<file path="src/rtl/divider_fixed_point_16_bit_if.sv">
// Operand/result bundle shared by the fixed-point divider and whoever drives it.
// The master side issues start with a/b; the slave side answers with
// q_result/overflow and the busy/done handshake.
interface divider_fixed_point_16_bit_if #(
  parameter int N = 16
);
  logic         start;
  logic [N-1:0] a;
  logic [N-1:0] b;
  logic [N-1:0] q_result;
  logic         overflow;
  logic         busy;
  logic         done;

  modport master (
    output start, a, b,
    input  q_result, overflow, busy, done
  );

  modport slave (
    input  start, a, b,
    output q_result, overflow, busy, done
  );
endinterface

</file>
<file path="src/rtl/divider_fixed_point_16_bit.sv">
// Iterative signed fixed-point divider, q_result = a / b in Q(N-Q).Q.
// Magnitudes are divided by restoring long division, one quotient bit per
// clock, then the sign is reapplied and the result saturated to N bits.
// Division by zero runs the normal datapath and forces a saturated result.
module divider_fixed_point_16_bit #(
  parameter int N = 16,
  parameter int Q = 12
) (
  input  logic                          clk,
  input  logic                          rst,
  divider_fixed_point_16_bit_if.slave   bus
);

  localparam int W  = N + Q;
  localparam int CW = $clog2(W);
  localparam logic [W-1:0] POS_MAX = W'((2 ** (N - 1)) - 1);
  localparam logic [W-1:0] NEG_MAX = W'(2 ** (N - 1));

  typedef enum logic [1:0] {
    IDLE,
    CALC,
    FIN
  } state_t;

  state_t        state;
  state_t        next_state;

  logic [CW-1:0] cnt;
  logic [W-1:0]  dvd;
  logic [W-1:0]  quot;
  logic [N:0]    rem;
  logic [N-1:0]  bmag;
  logic          sign;
  logic          a_neg;
  logic          b_zero;

  logic [N-1:0]  q_reg;
  logic          ov_reg;
  logic          done_reg;

  logic [N-1:0]  amag_in;
  logic [N-1:0]  bmag_in;
  logic [N+1:0]  rem_sh;
  logic [N+1:0]  diff;
  logic          take;
  logic [N:0]    rem_next;
  logic [N-1:0]  res_val;
  logic          res_ov;

  // Unsigned magnitudes of the incoming operands; 0x8000 maps to 32768.
  always_comb begin
    amag_in = bus.a[N-1] ? (~bus.a + 1'b1) : bus.a;
    bmag_in = bus.b[N-1] ? (~bus.b + 1'b1) : bus.b;
  end

  // One restoring-division step: shift in the next dividend bit, subtract if it fits.
  always_comb begin
    rem_sh   = {rem, dvd[W-1]};
    diff     = rem_sh - {2'b00, bmag};
    take     = ~diff[N+1];
    rem_next = take ? diff[N:0] : rem_sh[N:0];
  end

  // Sign application and saturation of the finished magnitude quotient.
  always_comb begin
    res_val = '0;
    res_ov  = 1'b0;
    if (b_zero) begin
      res_ov  = 1'b1;
      res_val = a_neg ? {1'b1, {(N-1){1'b0}}} : {1'b0, {(N-1){1'b1}}};
    end else if (!sign) begin
      if (quot > POS_MAX) begin
        res_ov  = 1'b1;
        res_val = {1'b0, {(N-1){1'b1}}};
      end else begin
        res_val = quot[N-1:0];
      end
    end else begin
      if (quot > NEG_MAX) begin
        res_ov  = 1'b1;
        res_val = {1'b1, {(N-1){1'b0}}};
      end else begin
        res_val = ~quot[N-1:0] + 1'b1;
      end
    end
  end

  // Next-state logic: accept in IDLE, iterate in CALC until the counter expires, one FIN edge.
  always_comb begin
    next_state = state;
    case (state)
      IDLE:    if (bus.start) next_state = CALC;
      CALC:    if (cnt == '0) next_state = FIN;
      FIN:     next_state = IDLE;
      default: next_state = IDLE;
    endcase
  end

  // State register.
  always_ff @(posedge clk) begin
    if (rst) state <= IDLE;
    else     state <= next_state;
  end

  // Datapath: operand capture, division steps, and result registration.
  always_ff @(posedge clk) begin
    if (rst) begin
      cnt      <= '0;
      dvd      <= '0;
      quot     <= '0;
      rem      <= '0;
      bmag     <= '0;
      sign     <= 1'b0;
      a_neg    <= 1'b0;
      b_zero   <= 1'b0;
      q_reg    <= '0;
      ov_reg   <= 1'b0;
      done_reg <= 1'b0;
    end else begin
      done_reg <= (state == FIN);
      case (state)
        IDLE: begin
          if (bus.start) begin
            dvd    <= {amag_in, {Q{1'b0}}};
            bmag   <= bmag_in;
            sign   <= bus.a[N-1] ^ bus.b[N-1];
            a_neg  <= bus.a[N-1];
            b_zero <= (bus.b == '0);
            rem    <= '0;
            quot   <= '0;
            cnt    <= CW'(W - 1);
          end
        end
        CALC: begin
          dvd  <= {dvd[W-2:0], 1'b0};
          rem  <= rem_next;
          quot <= {quot[W-2:0], take};
          cnt  <= cnt - 1'b1;
        end
        FIN: begin
          q_reg  <= res_val;
          ov_reg <= res_ov;
        end
        default: ;
      endcase
    end
  end

  // busy stays up through the done cycle so it falls together with done.
  always_comb begin
    bus.q_result = q_reg;
    bus.overflow = ov_reg;
    bus.done     = done_reg;
    bus.busy     = (state != IDLE) || done_reg;
  end

endmodule

</file>
<file path="src/flat_wrapper.sv">
// flat-port wrapper written by rule: the top's interface ports become plain ports
module divider_fixed_point_16_bit_flat 
#(
  parameter int N = 16,
  parameter int Q = 12
)
  (clk, rst, bus_start, bus_a, bus_b, bus_q_result, bus_overflow, bus_busy, bus_done);
  divider_fixed_point_16_bit_if #(.N(N)) bus_i ();
  input  logic clk;
  input  logic rst;
  input wire logic [$bits(bus_i.start)-1:0] bus_start;
  input wire logic [$bits(bus_i.a)-1:0] bus_a;
  input wire logic [$bits(bus_i.b)-1:0] bus_b;
  output wire logic [$bits(bus_i.q_result)-1:0] bus_q_result;
  output wire logic [$bits(bus_i.overflow)-1:0] bus_overflow;
  output wire logic [$bits(bus_i.busy)-1:0] bus_busy;
  output wire logic [$bits(bus_i.done)-1:0] bus_done;
  assign bus_i.start = bus_start;
  assign bus_i.a = bus_a;
  assign bus_i.b = bus_b;
  assign bus_q_result = bus_i.q_result;
  assign bus_overflow = bus_i.overflow;
  assign bus_busy = bus_i.busy;
  assign bus_done = bus_i.done;
  divider_fixed_point_16_bit #(.N(N), .Q(Q)) u_core (.clk(clk), .rst(rst), .bus(bus_i));
endmodule
</file>
<file path="config.mk">
export PLATFORM = sky130hd
export DESIGN_NAME = divider_fixed_point_16_bit_flat
export DESIGN_NICKNAME = d
export VERILOG_FILES = /design/src/rtl/divider_fixed_point_16_bit_if.sv /design/src/rtl/divider_fixed_point_16_bit.sv /design/src/flat_wrapper.sv
export SDC_FILE = /design/constraint.sdc
export NUM_CORES = 1
export LEC_CHECK = 0
export ABC_AREA = 1
export CORE_UTILIZATION = 25
export CTS_BUF_LIST = sky130_fd_sc_hd__clkbuf_4
export CTS_CLUSTER_DIAMETER = 150
export DETAILED_ROUTE_END_ITERATION = 8
export GPL_ROUTABILITY_DRIVEN = 0
export MAX_ROUTING_LAYER = met4
export SKIP_CTS_REPAIR_TIMING = 1
export SLEW_MARGIN = 20
export SYNTH_ARGS = -nofsm -noshare
export SYNTH_HDL_FRONTEND = slang
export SYNTH_SLANG_ARGS = --single-unit
</file>
<file path="constraint.sdc">
create_clock -name clk -period 2.3 [get_ports clk]
set_input_delay 0.46 -clock clk [delete_from_list [all_inputs] [get_ports clk]]
set_output_delay 0.46 -clock clk [all_outputs]
set_load 0.03 [all_outputs]
</file>
# Word-level counts from Yosys, hierarchy flattened
# Cells that the tools add are included.
dict set report word_totals {
  wordCells 60
  regBits 117
  output_inout_bits 19
}
dict set report op_classes {
  magnitude_cmp 2
  reduce_logical 9
  n_eq_ne 4
  mux 23
  add_sub_neg 5
  bitwise 5
}
# operator count
set ops {}
lappend ops {{2-to-1 mux 16 bit} 7}
lappend ops {{one-hot mux 28 bit (2 select lines)} 2}
lappend ops {{2-to-1 mux 28 bit} 2}
lappend ops {{adder 16 x 1 -> 16 bit, second input constant} 3}
lappend ops {{NOT 16 bit} 3}
lappend ops {{2-to-1 mux 17 bit} 2}
lappend ops {{one-hot mux 17 bit (2 select lines)} 1}
lappend ops {{> comparator 28 x 15 -> 1 bit, second input constant} 1}
lappend ops {{> comparator 28 x 16 -> 1 bit, second input constant} 1}
lappend ops {{subtractor 18 x 16 -> 18 bit} 1}
lappend ops {{logical NOT 16 bit} 1}
lappend ops {{one-hot mux 5 bit (2 select lines)} 1}
lappend ops {{AND reduction 2 bit} 3}
lappend ops {{logical NOT 5 bit} 1}
lappend ops {{2-to-1 mux 5 bit} 1}
lappend ops {{subtractor 5 x 1 -> 5 bit, second input constant} 1}
lappend ops {{2-to-1 mux 1 bit} 4}
lappend ops {{2-to-1 mux 2 bit} 2}
lappend ops {{one-hot mux 2 bit (2 select lines)} 1}
lappend ops {{nonzero test 2 bit} 2}
lappend ops {{== test 2 x 1 -> 1 bit, second input constant} 1}
lappend ops {{== test 2 bit, second input constant} 1}
lappend ops {{logical NOT 2 bit} 1}
lappend ops {{!= test 2 x 1 -> 1 bit, second input constant} 1}
lappend ops {{other kinds (4)} 4}

# Logic depth before layout (Yosys ltp)
dict set report logic_depth {
  depth_word 5
  ltp_mapped 16
}

# Worst setup path after synthesis
# Ideal clock, no wire load.
dict set report synth_timing {
  path_type {register to register}
  start {reg u_core.dvd[27]}
  end {reg u_core.rem[16]}
  synth_period_minus_slack_ns 1.896
  required_ns 2.164
  path_stages_with_launch 16
  setup_slack_ns 0.404
  t_arrival_ns 1.760
  path_buffers 0
  setup_time_ns 0.136
  cell_sequence {dfxtp_1 > inv_1 > ha_1 > fa_1 > inv_1 > nand3_1 > nand2_1 > nand2_1 > nand3b_1 > nand2_1 > nand2_1 > nand2_1 > nand2_1 > nand2_4 > nand3_2 > a21oi_2}
}
dict set report synth_between {
  elab_chain_cells 3
}
# element line_no
set synth_lines {}
lappend synth_lines {{start, declared} divider_fixed_point_16_bit.sv:29} ;# logic [W-1:0] dvd;
lappend synth_lines {{start signal, assigned} divider_fixed_point_16_bit.sv:124} ;# dvd <= {amag_in, {Q{1'b0}}};
lappend synth_lines {{start signal, assigned} divider_fixed_point_16_bit.sv:135} ;# dvd <= {dvd[W-2:0], 1'b0};
lappend synth_lines {{subtractor 18 x 16 -> 18 bit} divider_fixed_point_16_bit.sv:59} ;# diff = rem_sh - {2'b00, bmag};
lappend synth_lines {{2-to-1 mux 17 bit} divider_fixed_point_16_bit.sv:61} ;# rem_next = take ? diff[N:0] : rem_sh[N:0];
lappend synth_lines {{one-hot mux 17 bit (2 select lines)} divider_fixed_point_16_bit.sv:121} ;# case (state)
lappend synth_lines {{end signal, assigned} divider_fixed_point_16_bit.sv:136} ;# rem <= rem_next;
lappend synth_lines {{end, declared} divider_fixed_point_16_bit.sv:31} ;# logic [N:0] rem;
# No other way between the ends.
# A chain may end at the register's enable or synchronous reset.

# Worst setup path after layout
dict set report layout_timing {
  start {reg u_core.bmag[8]}
  end {reg u_core.rem[7]}
}
dict set report layout_between {
  elab_chain_cells 3
}
# element line_no
set layout_lines {}
lappend layout_lines {{start, declared} divider_fixed_point_16_bit.sv:32} ;# logic [N-1:0] bmag;
lappend layout_lines {{start signal, assigned} divider_fixed_point_16_bit.sv:125} ;# bmag <= bmag_in;
lappend layout_lines {{subtractor 18 x 16 -> 18 bit} divider_fixed_point_16_bit.sv:59}
lappend layout_lines {{2-to-1 mux 17 bit} divider_fixed_point_16_bit.sv:61}
lappend layout_lines {{one-hot mux 17 bit (2 select lines)} divider_fixed_point_16_bit.sv:121}
# No other way between the ends.

==> flow_metrics.py <==
metrics = {
    "outcome": {
        "run_status": "finished, violations left",
        "violations": "DRC",
    },
    "floorplanning": {
        "ios": 54,
        "start_util_pct": 25.6,
        "rows": 59,
        "core-area_sq_um": 26100,
        "die_h_microns": 166,
        "die-area_sq_um": 27400,
        "die_x_microns": 166,
    },
    "layout": {
        "top_register": "u_core.quot",
        "fin_nets": 1073,
        "fin_area_sq_um": 7850,
        "areaGrowthSynthToFinish_pct": 17.4,
        "largest_reg_flops": 28,
        "fin_util_pct": 30.0,
        "fill_cells": 2901,
        "reg.largest.list": "u_core.quot: 28 flops, u_core.rem: 17 flops",
        "drive_gt1_share_pct": 11.8,
    },
    "sta": {
        "tns_ns": 0,
        "worst_pin_slew_ns": 0.464,
        "setup_viol": 0,
        "period_minus_slack_ns": 2.13,
        "finalClockSkew_ns": 0.0266,
        "rsz0062_at_grt": "false",
        "finalHoldViolCount": 0,
        "slew_headroom_pct": 69.1,
        "finalMaxSlewViolations": 0,
        "fin_crit_sh_pct": 92.7,
        "fmax_ghz": 0.469,
    },
    "global_route": {
        "grt_pass1_vias": 5732,
        "grt_max_degree": 69,
        "overflow": 0,
        "grt.total_usage_pct": 13.3,
        "grt_pass1_wl_mm": 28.4,
        "antenna_found_initial": 1,
    },
    "min_path": {
        "hold_depth": 4,
        "min_from": "rst",
        "holdPathEnd": "u_core.state[1]",
        "hp-class": "in2reg",
    },
    "yosys": {
        "yosysWarnings": 0,
        "avgSynthCellArea_sq_um": 6.94,
        "synthArstFlopShare_pct": 0,
        "synthFlopType": "dfxtp_1",
        "yosysSeqAreaShare_pct": 31.4,
        "netlist_area_sq_um": 6690,
        "ys_ff_latch": 105,
        "synthCells": 963,
        "synth_nets": 1020,
        "synth_cell_types": 49,
        "synth_edf_count": 0,
    },
    "critical_path": {
        "r2r_end": "u_core.rem[7]",
        "cp_data_arrival_time_ns": 2.52,
        "critPathLaunchType": "flip-flop",
        "critPathKind": "reg2reg",
        "endpoint_kind": "flip-flop",
        "r2r_setup_slack_ns": 0.17,
        "required_ns": 2.69,
        "r2r_cells": 13,
        "cp_max_fo": 15,
        "timing.rr.start": "u_core.bmag[8]",
    },
    "clock_network": {
        "cts.path.max_buffers": 2,
        "insertion_delay_ns": 0.52,
        "cts_tree": "yes",
        "cts_buffers": 9,
        "htree_levels": 3,
        "clock-sinks": 105,
        "cts-root-buf": "clkbuf_4",
        "path_clk_slew_ns": 0.19,
    },
    "routing": {
        "drt-initial-drc-count": 368,
        "num_vias": 6303,
        "wl_met3_microns": 481,
        "finalWirelength_mm": 17.0,
        "route.detailed.drc": 2,
        "postRouteAntennaNets": 0,
        "wl_met1_mm": 8.61,
        "top_layer_used": "met4",
        "via_per_inst": 4.64,
        "wl_met2_mm": 7.57,
        "firstDrtPassIters": 7,
        "routedWlPerCell_microns": 12.5,
    },
    "placement": {
        "dpl.hpwl_mm": 12.4,
        "port_buffers": 53,
        "placed_area_sq_um": 7640,
    },
    "run": {
        "cap_violations": 0,
    },
    "power_and_ir_drop": {
        "power_density_nw_per_um2": 740,
        "leakage_nw": 3.50,
        "ir_worst_vdd_mv": 0.263,
    },
}
area by class of cell:
cell class              count  area [sq um]  area share (%)
flip-flops and latches    105          2100            26.8
repair buffers             83           786            10.0
inverters                 145           544            6.93
clock inverters             7           113            1.43
diodes                      1          2.50          0.0319
multi-input cells         672          3820            48.6
clock buffers               9          67.6           0.861
well taps                 335           419            5.34
Yosys cell counts (11+ instances only):
| cell type | n | area [sq um] |
|---|---|---|
| nand4_1 | 15 | 93.8 |
| o32ai_1 | 22 | 193 |
| nand2_4 | 13 | 146 |
| nand3_2 | 14 | 140 |
| nand2_1 | 199 | 747 |
| a21oi_1 | 60 | 300 |
| xor2_1 | 25 | 219 |
| clkbuf_1 | 29 | 109 |
| nor2_1 | 63 | 236 |
| o21ai_0 | 57 | 285 |
| dfxtp_1 | 105 | 2100 |
| inv_1 | 137 | 514 |
| nand3_1 | 78 | 390 |
| a21oi_2 | 11 | 96.3 |
| ha_1 | 21 | 263 |
routing by layer:
metal	global-route usage, %	up-vias
met1	18.0	2893
met5	-	-
met4	4.67	0
met3	1.40	22
met2	20.3	99
li1	-	3289
critical path, stage by stage (launching register included):
cell and delay [ns]:
dfxtp_1 0.37, inv_1 0.06, ha_1 0.36, nand2_2 0.14
inv_2 0.07, a21oi_4 0.16, nand3_2 0.16, nand2_4 0.13
nand2_4 0.07, nand2_8 0.08, buf_6 0.18, nand3_1 0.10
nand3_2 0.09, a21oi_2 0.05
power by group:
group | switching [mW] | total, mW | internal, mW
Combinational | 1.64 | 2.56 | 0.923
Sequential | 0.0834 | 2.05 | 1.97
Clock | 0.734 | 1.20 | 0.465
worst max path at each step:
stage,slack [ns],cells past startpoint,startpoint,to
final,0.17,13,u_core.bmag[8],u_core.rem[7]
after global routing,0.01,13,u_core.bmag[8],u_core.rem[3]
after CTS,-0.02,3,u_core.state[1],bus_busy
after detailed placement,0.005,12,bus_a[1],u_core.dvd[26]
after global placement,0.03,12,bus_a[1],u_core.dvd[26]
after floorplan,0.40,15,u_core.dvd[27],u_core.rem[16]
through the flow:
| step | std cells | worst slack [ns] | total power [mW] | hold WS, ns |
|---|---|---|---|---|
| 6_report | 1357 | 0.169 | 5.81 | 0.338 |
| 5_1_grt | 1357 | 0.0148 | 6.25 | 0.361 |
| 4_1_cts | 1356 | -0.0162 | 5.84 | 0.313 |
| 3_5_place_dp | 1340 | 0.00549 | 4.63 | 0.467 |
| 3_3_place_gp | 1340 | 0.0316 | 4.60 | 0.451 |
| 2_1_floorplan | 963 | 0.404 | 4.07 | 0.433 |
kinds of logic after synthesis:
kind of cell / share of synthesized area (%)
flip-flops: 31.4
XOR/XNOR: 3.67
AO/OA/AOI/OAI: 17.8
adder cells (fa/ha/maj): 4.23
AND/OR/NAND/NOR: 31.1
buffers and inverters: 11.8
layout by cell type (no fill, tap or decap), drive strengths merged, types with 3 or more instances in the layout:
master / n
nand4: 15
clkdlybuf4s50: 51
ha: 21
xor2: 25
nor2: 72
a31oi: 7
a22oi: 10
nand3: 93
buf: 31
inv: 147
xnor2: 3
nand2: 221
o221ai: 3
dfxtp: 105
nand3b: 7
o32ai: 22
o21ai: 67
clkbuf: 9
a21oi: 72
a211oi: 3
nor3: 13
No activity file was read; power rests on OpenSTA's default activity.
